[config.mk]
export PLATFORM = sky130hd
export DESIGN_NAME = mem_stage_lsu
export DESIGN_NICKNAME = d
export VERILOG_FILES = /design/src/rtl/mem_stage_lsu.sv
export SDC_FILE = /design/constraint.sdc
export NUM_CORES = 1
export LEC_CHECK = 0
export CAP_MARGIN = 10
export CORE_UTILIZATION = 42
export DETAILED_ROUTE_END_ITERATION = 8
export HOLD_SLACK_MARGIN = 0.15
export PLACE_DENSITY = 0.92
export REMOVE_ABC_BUFFERS = 1
export SYNTH_ARGS = -nofsm -noshare
export SYNTH_HDL_FRONTEND = slang
export SYNTH_SLANG_ARGS = --single-unit
[constraint.sdc]
create_clock -name CLK -period 2.45 [get_ports CLK]
set_input_delay 0.3675 -clock CLK [delete_from_list [all_inputs] [get_ports CLK]]
set_output_delay 0.3675 -clock CLK [all_outputs]
set_load 0.03 [all_outputs]
[src/rtl/mem_stage_lsu.sv]
`default_nettype none
// ============================================================================
//  Module      : mem_stage_lsu
//  Description : MEM-stage load/store unit with a req/ack data-memory port,
//                byte-lane formatting, misalignment and bus-timeout detection.
//  Revision    : 1.0 - initial release
// ============================================================================
module mem_stage_lsu #(
    parameter int AW      = 30,
    parameter int TIMEOUT = 16
) (
    input  logic          CLK,
    input  logic          RSTn,
    input  logic [31:0]   EX_MEM_Instr,
    input  logic [31:0]   EX_MEM_ALU_o,
    input  logic [31:0]   EX_MEM_RtData,
    output logic          dmem_req,
    output logic          dmem_we,
    output logic [AW-1:0] dmem_addr,
    output logic [3:0]    dmem_be,
    output logic [31:0]   dmem_wdata,
    input  logic [31:0]   dmem_rdata,
    input  logic          dmem_ack,
    output logic [31:0]   dataMem_o,
    output logic          mem_stall,
    output logic          addr_exc,
    output logic          bus_err
);

    localparam int CW = $clog2(TIMEOUT + 1);

    localparam logic [1:0] c_IDLE = 2'd0;
    localparam logic [1:0] c_WAIT = 2'd1;
    localparam logic [1:0] c_DONE = 2'd2;

    localparam logic [5:0] c_OP_LB  = 6'h20;
    localparam logic [5:0] c_OP_LH  = 6'h21;
    localparam logic [5:0] c_OP_LW  = 6'h23;
    localparam logic [5:0] c_OP_LBU = 6'h24;
    localparam logic [5:0] c_OP_LHU = 6'h25;
    localparam logic [5:0] c_OP_SB  = 6'h28;
    localparam logic [5:0] c_OP_SH  = 6'h29;
    localparam logic [5:0] c_OP_SW  = 6'h2B;

    localparam logic [1:0] c_SZ_B = 2'd0;
    localparam logic [1:0] c_SZ_H = 2'd1;
    localparam logic [1:0] c_SZ_W = 2'd2;

    localparam logic [CW-1:0] c_CNT_LAST = CW'(TIMEOUT - 1);
    localparam logic [CW-1:0] c_CNT_ONE  = CW'(1);

    logic [1:0]    r_state;
    logic [CW-1:0] r_cnt;
    logic          r_load;
    logic          r_sext;
    logic [1:0]    r_size;
    logic [1:0]    r_lane;

    logic [5:0]    w_opcode;
    logic [1:0]    w_addr_lo;
    logic          w_load;
    logic          w_store;
    logic          w_sext;
    logic [1:0]    w_size;
    logic          w_mem_op;
    logic          w_misalign;
    logic          w_idle;
    logic          w_go;
    logic [3:0]    w_be;
    logic [31:0]   w_wdata;
    logic [7:0]    w_byte;
    logic [15:0]   w_half;
    logic [31:0]   w_load_fmt;
    logic          w_unused;

    assign w_opcode  = EX_MEM_Instr[31:26];
    assign w_addr_lo = EX_MEM_ALU_o[1:0];
    assign w_unused  = &{1'b0, EX_MEM_Instr[25:0], EX_MEM_ALU_o};

    always_comb begin
        w_load  = 1'b0;
        w_store = 1'b0;
        w_sext  = 1'b0;
        w_size  = c_SZ_B;
        case (w_opcode)
            c_OP_LB:  begin w_load  = 1'b1; w_sext = 1'b1;                  end
            c_OP_LH:  begin w_load  = 1'b1; w_sext = 1'b1; w_size = c_SZ_H; end
            c_OP_LW:  begin w_load  = 1'b1;                w_size = c_SZ_W; end
            c_OP_LBU: begin w_load  = 1'b1;                                 end
            c_OP_LHU: begin w_load  = 1'b1;                w_size = c_SZ_H; end
            c_OP_SB:  begin w_store = 1'b1;                                 end
            c_OP_SH:  begin w_store = 1'b1;                w_size = c_SZ_H; end
            c_OP_SW:  begin w_store = 1'b1;                w_size = c_SZ_W; end
            default:  ;
        endcase
    end

    assign w_mem_op   = w_load | w_store;
    assign w_misalign = ((w_size == c_SZ_H) & w_addr_lo[0]) |
                        ((w_size == c_SZ_W) & (|w_addr_lo));
    assign w_idle     = (r_state == c_IDLE);
    assign w_go       = RSTn & w_idle & w_mem_op & ~w_misalign;

    // Gated by RSTn so neither flag can leak out while reset is held.
    assign addr_exc   = RSTn & w_idle & w_mem_op & w_misalign;
    assign mem_stall  = w_go | (RSTn & (r_state == c_WAIT));

    always_comb begin
        w_be    = 4'b1111;
        w_wdata = EX_MEM_RtData;
        case (w_size)
            c_SZ_B: begin
                w_be    = 4'b0001 << w_addr_lo;
                w_wdata = {4{EX_MEM_RtData[7:0]}};
            end
            c_SZ_H: begin
                w_be    = w_addr_lo[1] ? 4'b1100 : 4'b0011;
                w_wdata = {2{EX_MEM_RtData[15:0]}};
            end
            default: ;
        endcase
    end

    always_comb begin
        w_byte = dmem_rdata[7:0];
        case (r_lane)
            2'd1:    w_byte = dmem_rdata[15:8];
            2'd2:    w_byte = dmem_rdata[23:16];
            2'd3:    w_byte = dmem_rdata[31:24];
            default: ;
        endcase
    end

    assign w_half = r_lane[1] ? dmem_rdata[31:16] : dmem_rdata[15:0];

    always_comb begin
        w_load_fmt = dmem_rdata;
        case (r_size)
            c_SZ_B:  w_load_fmt = {{24{r_sext & w_byte[7]}}, w_byte};
            c_SZ_H:  w_load_fmt = {{16{r_sext & w_half[15]}}, w_half};
            default: ;
        endcase
    end

    always_ff @(posedge CLK or negedge RSTn) begin
        if (!RSTn) begin
            r_state    <= c_IDLE;
            r_cnt      <= '0;
            r_load     <= 1'b0;
            r_sext     <= 1'b0;
            r_size     <= c_SZ_B;
            r_lane     <= 2'd0;
            dmem_req   <= 1'b0;
            dmem_we    <= 1'b0;
            dmem_addr  <= '0;
            dmem_be    <= 4'b0000;
            dmem_wdata <= 32'd0;
            dataMem_o  <= 32'd0;
            bus_err    <= 1'b0;
        end else begin
            bus_err <= 1'b0;
            case (r_state)
                c_IDLE: begin
                    if (w_go) begin
                        r_load     <= w_load;
                        r_sext     <= w_sext;
                        r_size     <= w_size;
                        r_lane     <= w_addr_lo;
                        r_cnt      <= '0;
                        dmem_req   <= 1'b1;
                        dmem_we    <= w_store;
                        dmem_addr  <= EX_MEM_ALU_o[AW+1:2];
                        dmem_be    <= w_be;
                        dmem_wdata <= w_wdata;
                        r_state    <= c_WAIT;
                    end
                end
                c_WAIT: begin
                    // An ack arriving on the final counted cycle still wins.
                    if (dmem_ack) begin
                        dmem_req <= 1'b0;
                        dmem_we  <= 1'b0;
                        if (r_load) begin
                            dataMem_o <= w_load_fmt;
                        end
                        r_state <= c_DONE;
                    end else if (r_cnt == c_CNT_LAST) begin
                        dmem_req <= 1'b0;
                        dmem_we  <= 1'b0;
                        bus_err  <= 1'b1;
                        if (r_load) begin
                            dataMem_o <= 32'd0;
                        end
                        r_state <= c_DONE;
                    end else begin
                        r_cnt <= r_cnt + c_CNT_ONE;
                    end
                end
                c_DONE:  r_state <= c_IDLE;
                default: r_state <= c_IDLE;
            endcase
        end
    end

endmodule
`default_nettype wire

Yosys cells after proc, flatten, opt, wreduce, memory -nomap -nowiden
Index checks and enable logic that the tools add are counted.
Storage, ports and cells
  bits in registers: 114
  bits in latches: 0
  RAM bits: 0
  bits in read-only memories: 0
  input port bits: 131
  output and inout port bits: 103
  logic and storage cells: 95
  memories: 0
Cells by class
  $add $sub $neg: 1
  multiply operators: 0
  div/mod/pow operators: 0
  order comparisons: 0
  equal/unequal tests: 20
  shifts and indexed selects: 1
  mux-type cells: 31
  bitwise gates (word level): 13
  reduce and logical (&&, ||, !) cells: 16
Operators by type and width (number)
  32-bit two-way mux: 4
  32-bit case mux with 2 select lines: 2
  6-bit == test (second input constant): 8
  8-bit case mux with 3 select lines: 1
  16-bit two-way mux: 1
  5-bit two-way mux: 3
  1-bit two-way mux: 10
  5-bit case mux with 2 select lines: 1
  1-bit AND: 9
  2-bit by 1-bit == test with 1-bit output (second input constant): 4
  2-bit case mux with 2 select lines: 2
  4-bit case mux with 2 select lines: 1
  2-bit == test (second input constant): 3
  2-bit logical NOT: 3
  2-bit two-way mux: 3
  3-bit AND reduction: 2
  2-bit OR reduction: 3
  3-bit OR reduction: 2
  5-bit by 1-bit adder with 5-bit output (second input constant): 1
  5-bit by 4-bit == test with 1-bit output (second input constant): 1
  5-bit OR reduction: 1
  4-bit two-way mux: 1
  2-bit != test (second input constant): 2
  1-bit case mux with 2 select lines: 2
  8 further kinds: 12

Longest topological paths before layout
Gate-level depths: netlist of the first run.
  depth after elaboration: 10
  mapped depth: 9
  depth with buffers taken out: 8

Worst setup path after synthesis of the first run
No wires, ideal clock.
  path type: input -> output
  from: in EX_MEM_Instr[29]
  to: out addr_exc
  data arrival time: 1827 ps
  data required time: 2082 ps
  setup slack: 256 ps
  stages on the path: 4
  buffers on the path: 1
  path through: o21ai_0 -> nand3_1 -> buf_1 -> nor3_1
On the way
  longest elaborated chain between the ends: 7
  elaborated cells on any way between the ends: 23
  classes of those cells: eq/ne (10); mux (3); bitwise (6); reduce/logical (4)
Ends and longest elaborated chain
  start, declared: line 14  | input logic [31:0] EX_MEM_Instr,
  6-bit == test: line 85  | case (w_opcode)
  3-bit OR reduction (no line) / 2-bit OR reduction (equally long branches)
  2-bit case mux with 2 select lines: line 85
  2-bit by 1-bit == test with 1-bit output / 2-bit == test (equally long branches): line 99, 100
  1-bit AND, on equally long branches: line 99, 100
  1-bit OR: line 99  | assign w_misalign = ((w_size == c_SZ_H) & w_addr_lo[0]) |
  1-bit AND *: line 105  | assign addr_exc = RSTn & w_idle & w_mem_op & w_misalign;
  end, declared: line 26  | output logic addr_exc,
Every way passes the cells marked *; elsewhere a longest branch is shown, timed or not.

Final worst setup path of the first run
  from: in EX_MEM_Instr[27]
  to: out mem_stall
On the way
  longest elaborated chain between the ends: 9
  elaborated cells on any way between the ends: 25
  classes of those cells: eq/ne (10); mux (3); bitwise (8); reduce/logical (4)
Ends and longest elaborated chain
  6-bit == test: line 85
  3-bit OR reduction (no line) / 2-bit OR reduction (equally long branches)
  2-bit case mux with 2 select lines: line 85
  2-bit by 1-bit == test with 1-bit output / 2-bit == test (equally long branches): line 99, 100
  1-bit AND, on equally long branches: line 99, 100
  1-bit OR: line 99
  1-bit NOT: line 102  | assign w_go = RSTn & w_idle & w_mem_op & ~w_misalign;
  1-bit AND *: line 102
  1-bit OR *: line 106  | assign mem_stall = w_go | (RSTn & (r_state == c_WAIT));
  end, declared: line 25  | output logic mem_stall,
Marked as above.

==> flow_summary.toml, run 1 <==
[sta]
period_needed_ns = 2.44
skew_ns = 0.0124
tns_ns = 0
worst_slew_pin_slew_ns = 0.981
max_freq_mhz = 410
finalSetupViolCount = 0
slew_violations = 0
final_hold_viol_count = 0
fin_crit_sh_pct = 99.6
slew-limit-headroom_pct = 34.6

[floorplanning]
dieWidth_um = 114
dieArea_sq_um = 12900
io_pins = 234
start_util_pct = 43.3
core-area_sq_um = 12100
fp-row-count = 40
fp.dieH_um = 114

[finish]
drive_above_1_share_pct = 10.8
syn_to_final_growth_pct = 56.7
layout.nets = 836
antenna_cells = 0
fin_util_pct = 67.8
n_fill_cell = 873
design_area_sq_um = 8210
stdcell_count = 882

[critical_path]
path_cells = "clkdlybuf4s50_1 > nand2b_4 > a2111o_1 > a211oi_4 > buf_6 > o21a_1 > buf_12"
r2r_start = "r_cnt[0]"
arrival_ns = 2.07
critPathLaunchType = "input port"
cp_slowest_stage_delay_ns = 0.45
crit_family = "compound AO/OA/AOI/OAI gates"
cp_max_fo = 3
slowest_stage = "clkdlybuf4s50_1"
path_buf_inv = 3
critPathKind = "input port to output port"
required_ns = 2.08
rr_worst_depth = 9
cp.depth = 7
cp-end-kind = "output port"
critPathLaunch = "EX_MEM_Instr[27]"

[grt]
grt_max_degree = 115
antenna_found_initial = 0
first_global_vias = 5233
grt_pass1_wl_um = 26500
overflow = 0
globalRouteTotalUtil_pct = 27.0

[detailed_routing]
drtIter0Drc = 414
drc = 0
wire_per_inst_um = 18.7
ant_nets = 0
vias_per_cell = 5.54
dr_total_vias = 4888
dr.pass1.iters = 5
wl_um = 16500

[synthesis]
synth_top_area_share_pct = 54.4
yosysWarningCount = 0
yosys-top-cells-area = "dfrtp_1, mux2_1, nand2_1, a21oi_1, nor2_1"
syn_inst = 479
synth.most_common_cell = "dfrtp_1"
ys_seq_elements = 114
yosysTopAreaCell = "dfrtp_1"
synthArstFlopShare_pct = 100
syn_area_per_cell_sq_um = 10.9
synth.distinct_cells = 39
synth_edf_count = 0
synth_area_sq_um = 5240
seq_area_frac_synth_pct = 54.4
synth_common_cells = "dfrtp_1, nand2_1, nor2_1, a21oi_1, o21ai_0"
synth_top_flop_cell = "dfrtp_1"

[clock_tree]
cts_made_buffers = 17
htreeDepth = 4
clockBufferDepth = 2
cts_tree = "built"
cts-root-buf = "clkbuf_16"
clock_sink_count = 114
clk_pin_slew_worst_paths_ns = 0.05
clk_latency_ns = 0.42

[hold_path]
hold_path_class = "register to register"
whs_path_depth = 2
min_from = "dataMem_o[14]"

[power]
peakVddDrop_mv = 0.654
power_leakage_nw = 3.55
p_per_area_nw_per_um2 = 1060

[placed_design]
place_area_sq_um = 7600
portBuffers = 207
gp_congestion = 0.884
dpl.hpwl_um = 11600
dpl.cell_count = 848

[status]
status = "finished clean"

[run]
maxCapViolCount = 0
## layout by cell type, fill, tap and decap left out, types with 11 or more instances in the layout
master / synthesis / layout
buf_4: 7 / 25
dfrtp_1: 114 / 114
a221o_1: 16 / 16
mux2_2: 12 / 12
a31oi_1: 11 / 11
inv_1: 14 / 14
clkdlybuf4s50_1: 0 / 203
mux2_1: 30 / 30
o21ai_0: 33 / 33
nor2_1: 44 / 44
nand2_1: 49 / 49
clkbuf_16: 0 / 17
a21oi_1: 35 / 35
mux2i_1: 15 / 15
## where the power goes
| part | internal (mW) | switching [mW] |
|---|---|---|
| registers | 2.46 | 0.350 |
| logic | 1.56 | 1.97 |
| clock network | 1.55 | 0.821 |
| total | 5.58 | 3.14 |
## sequential cells by signal, indices dropped and copies added, names as in the netlist, 2 cells and up
register    count
dmem_wdata     32
r_cnt           5
dmem_addr      30
dmem_be         4
r_size          2
dataMem_o      32
r_lane          2
r_state         2
## path summary, 6_finish.rpt
path	endpoint	slack [ns]
max in group asynchronous	dataMem_o[24]	1.34
min reg2reg	dataMem_o[14]	0.48
min	dataMem_o[14]	0.48
min in group asynchronous	r_state[0]	0.65
max reg2reg	dataMem_o[1]	0.32
max	mem_stall	0.009
## layer usage
metal  vias to the layer above  track usage, %  share of wire, %  wire length, um
met5                         -               0                 0                0
met4                         0            13.9               2.9              480
met3                        47            10.1               9.9             1630
met2                       284            44.4                50             8170
met1                      2367            30.8                38             6220
li1                       2190               -                 -                -
## worst reg2reg max path, cell delays in order (launching register included)
cell	delay, ns
dfrtp_1	0.41
ha_1	0.25
and3_1	0.20
ha_1	0.22
o21ai_0	0.35
inv_1	0.11
nand2_1	0.13
buf_12	0.20
nand2_1	0.10
o21ai_0	0.09
## area by class of cell
type,count,area (sq um),area share [%]
Tap cell,168,210,2.56
Sequential cell,114,2850,34.7
Inverter,14,52.6,0.640
Clock buffer,24,482,5.87
Timing Repair Buffer,237,2370,28.9
Clock inverter,6,80.1,0.975
Multi-Input combinational cell,319,2160,26.3
## metrics by stage
step                      hold slack (ns)  setup slack (ns)  power [mW]
after global routing                0.500          -0.00840        9.13
final                               0.479           0.00881        8.72
after CTS                           0.478          0.000959        8.77
after global placement              0.461           0.00184        6.21
after detailed placement            0.466           -0.0588        6.34
after floorplan                    0.0719             -3.08        4.67
## cells by family after synthesis
logic type / share of synthesized area, %
AO/OA/AOI/OAI: 16.8
adder cells (fa/ha/maj): 0.477
buffers and inverters: 4.63
flip-flops: 54.4
multiplexers: 12.7
AND/OR/NAND/NOR: 10.9
## what timing repair did
item / 4_1_cts / 5_1_grt
hold buffers: 1 / 0
setup endpoints to repair: 1 / 1
cloned: 0 / 0
resized for setup: 1 / 2
buffers inserted: 0 / 3
pin swaps: 1 / 2
hold endpoints to repair: 114 / 0
Note: power is estimated with default switching activity, not from simulation.
==> inputs of run 2 (changes only) <==
CORE_ASPECT_RATIO = 1.75   (was unset)
==> run 2 against run 1 <==
Final cell count shrank 0.68%; non-clock buffer count decreased by 3; worst hold slack worse by 0.35 ns; largest power group unchanged; clock power grew 8%; critical endpoint unchanged; sequential share of layout area increased by 0.11 points; via count is 1.9% lower; die area up 0.13%; highest routed layer unchanged; maximum frequency rose by 2.9%; combinational power hardly changed; largest cell class unchanged; clock-buffer cell count decreased by 4.
==> flow_summary.toml, run 2 (synthesis gave the netlist of run 1 again) <==
[detailed_routing]
vias_per_cell = 5.47
wire_per_inst_um = 17.8
dr.pass1.iters = 5
drtIter0Drc = 257
ant_nets = 0
dr_total_vias = 4796
wl_um = 15600
drc = 0

[sta]
max_freq_mhz = 422
fin_crit_sh_pct = 96.8
skew_ns = 0.00878
tns_ns = 0
slew-limit-headroom_pct = 28.1
period_needed_ns = 2.37
slew_violations = 0
final_hold_viol_count = 0
whs_ns = 0.125
finalSetupViolCount = 0
worst_slew_pin_slew_ns = 1.07

[placed_design]
dpl.hpwl_um = 11400
gp_congestion = 0.858
portBuffers = 207

[power]
p_int_mw = 5.75
p_per_area_nw_per_um2 = 1090
clkPwrFrac_pct = 28.9
peakVddDrop_mv = 0.791
seq_power_share_pct = 31.6
power_switching_mw = 3.14
total_power_mw = 8.89
comb_power_share_pct = 39.5
netSwitchingFraction_pct = 35.3
power_leakage_nw = 3.53

[clock_tree]
cts_tree = "built"
cts_made_buffers = 17
clockBufferDepth = 2
htreeDepth = 4
cts-root-buf = "clkbuf_16"
clock_sink_count = 114
clk_pin_slew_worst_paths_ns = 0.05
clk_latency_ns = 0.40
hold_buffers = 0

[floorplanning]
core-area_sq_um = 12100
io_pins = 234
fp-row-count = 53
fp.dieH_um = 150
dieWidth_um = 86.5
start_util_pct = 43.4
dieArea_sq_um = 13000

[critical_path]
critPathLaunchType = "input port"
cp_slowest_stage_delay_ns = 0.42
arrival_ns = 2.00
slowest_stage = "clkdlybuf4s50_1"
crit_family = "compound AO/OA/AOI/OAI gates"
cp-end-kind = "output port"
required_ns = 2.08
rrSetupSlack_ns = 0.23
cp_max_fo = 3
path_cells = "clkdlybuf4s50_1 > nand2b_1 > a2111o_1 > a211oi_4 > o21a_1 > buf_4"
critPathKind = "input port to output port"
path_buf_inv = 2
cp.depth = 6
rr_worst_depth = 4

[hold_path]
hold_path_class = "input port to async pin"

[grt]
antenna_found_initial = 0
grt_max_degree = 115
overflow = 0
globalRouteTotalUtil_pct = 25.0
first_global_vias = 5305
grt_pass1_wl_um = 24900

[finish]
n_fill_cell = 874
fin_util_pct = 67.8
syn_to_final_growth_pct = 56.2
drive_above_1_share_pct = 10.8
top_regs = "dataMem_o: 32 flops, dmem_wdata: 32 flops, dmem_addr: 30 flops"
layout.nets = 833
mostFrequentLayoutCells = "clkdlybuf4s50_1, dfrtp_1, nand2_1"
multi_input_area_sq_um = 2150
layout_commonest_cell = "clkdlybuf4s50_1"
regArea_sq_um = 2850
antenna_cells = 0

[status]
status = "finished clean"

[run]
maxCapViolCount = 0
[run 2: cell count changes in the layout (fill, tap and decap cells not counted), moves of 2 or more]
cell / before / now
buf_12: 6 / 3
clkbuf_1: 4 / 1
buf_4: 25 / 27
bufinv_16: 2 / 4
clkinvlp_4: 0 / 2
[run 2: path summary, 6_finish.rpt]
check	startpoint	end
min in group CLK	dmem_addr[21]	dmem_addr[21]
max in group asynchronous	RSTn	r_load
min	RSTn	dataMem_o[10]
max	EX_MEM_Instr[30]	mem_stall
min reg2reg	dmem_addr[21]	dmem_addr[21]
max reg2reg	r_lane[1]	dataMem_o[16]
[run 2: per-layer routing]
| layer | global-route usage [%] | vias up | routed length [um] |
|---|---|---|---|
| met1 | 24.5 | 2316 | 5330 |
| met5 | 0 | - | 0 |
| li1 | - | 2178 | - |
| met3 | 6.29 | 53 | 989 |
| met4 | 14.8 | 0 | 648 |
| met2 | 46.2 | 249 | 8600 |
[run 2: area by class of cell]
type                            count  area share, %
Clock buffer                       20           5.58
Clock inverter                     10           1.94
Inverter                           14          0.642
Multi-Input combinational cell    319           26.3
Sequential cell                   114           34.8
Tap cell                          165           2.52
Timing Repair Buffer              234           28.2
[run 2: what timing repair did]
action | 4_1_cts | 5_1_grt
resized for setup | 0 | 1
endpoints found under the setup margin | 0 | 1
setup buffers | 0 | 1
[run 2: power by group through the flow]
stage / combinational [mW] / sequential, mW / clock (mW)
5_1_grt: 3.70 / 2.88 / 2.70
3_5_place_dp: 3.50 / 2.83 / 0
2_1_floorplan: 0.785 / 3.89 / 0
4_1_cts: 3.53 / 2.81 / 2.61
3_3_place_gp: 3.40 / 2.79 / 0
6_report: 3.52 / 2.81 / 2.57
[run 2: stage by stage]
stage	cells	instance area, sq um	setup slack (ns)
after floorplan	447	5050	-3.08
after global placement	845	7560	0.0169
after detailed placement	845	7560	-0.0857
after CTS	875	8180	0.0515
after global routing	876	8190	-0.00239
final	876	8190	0.0780
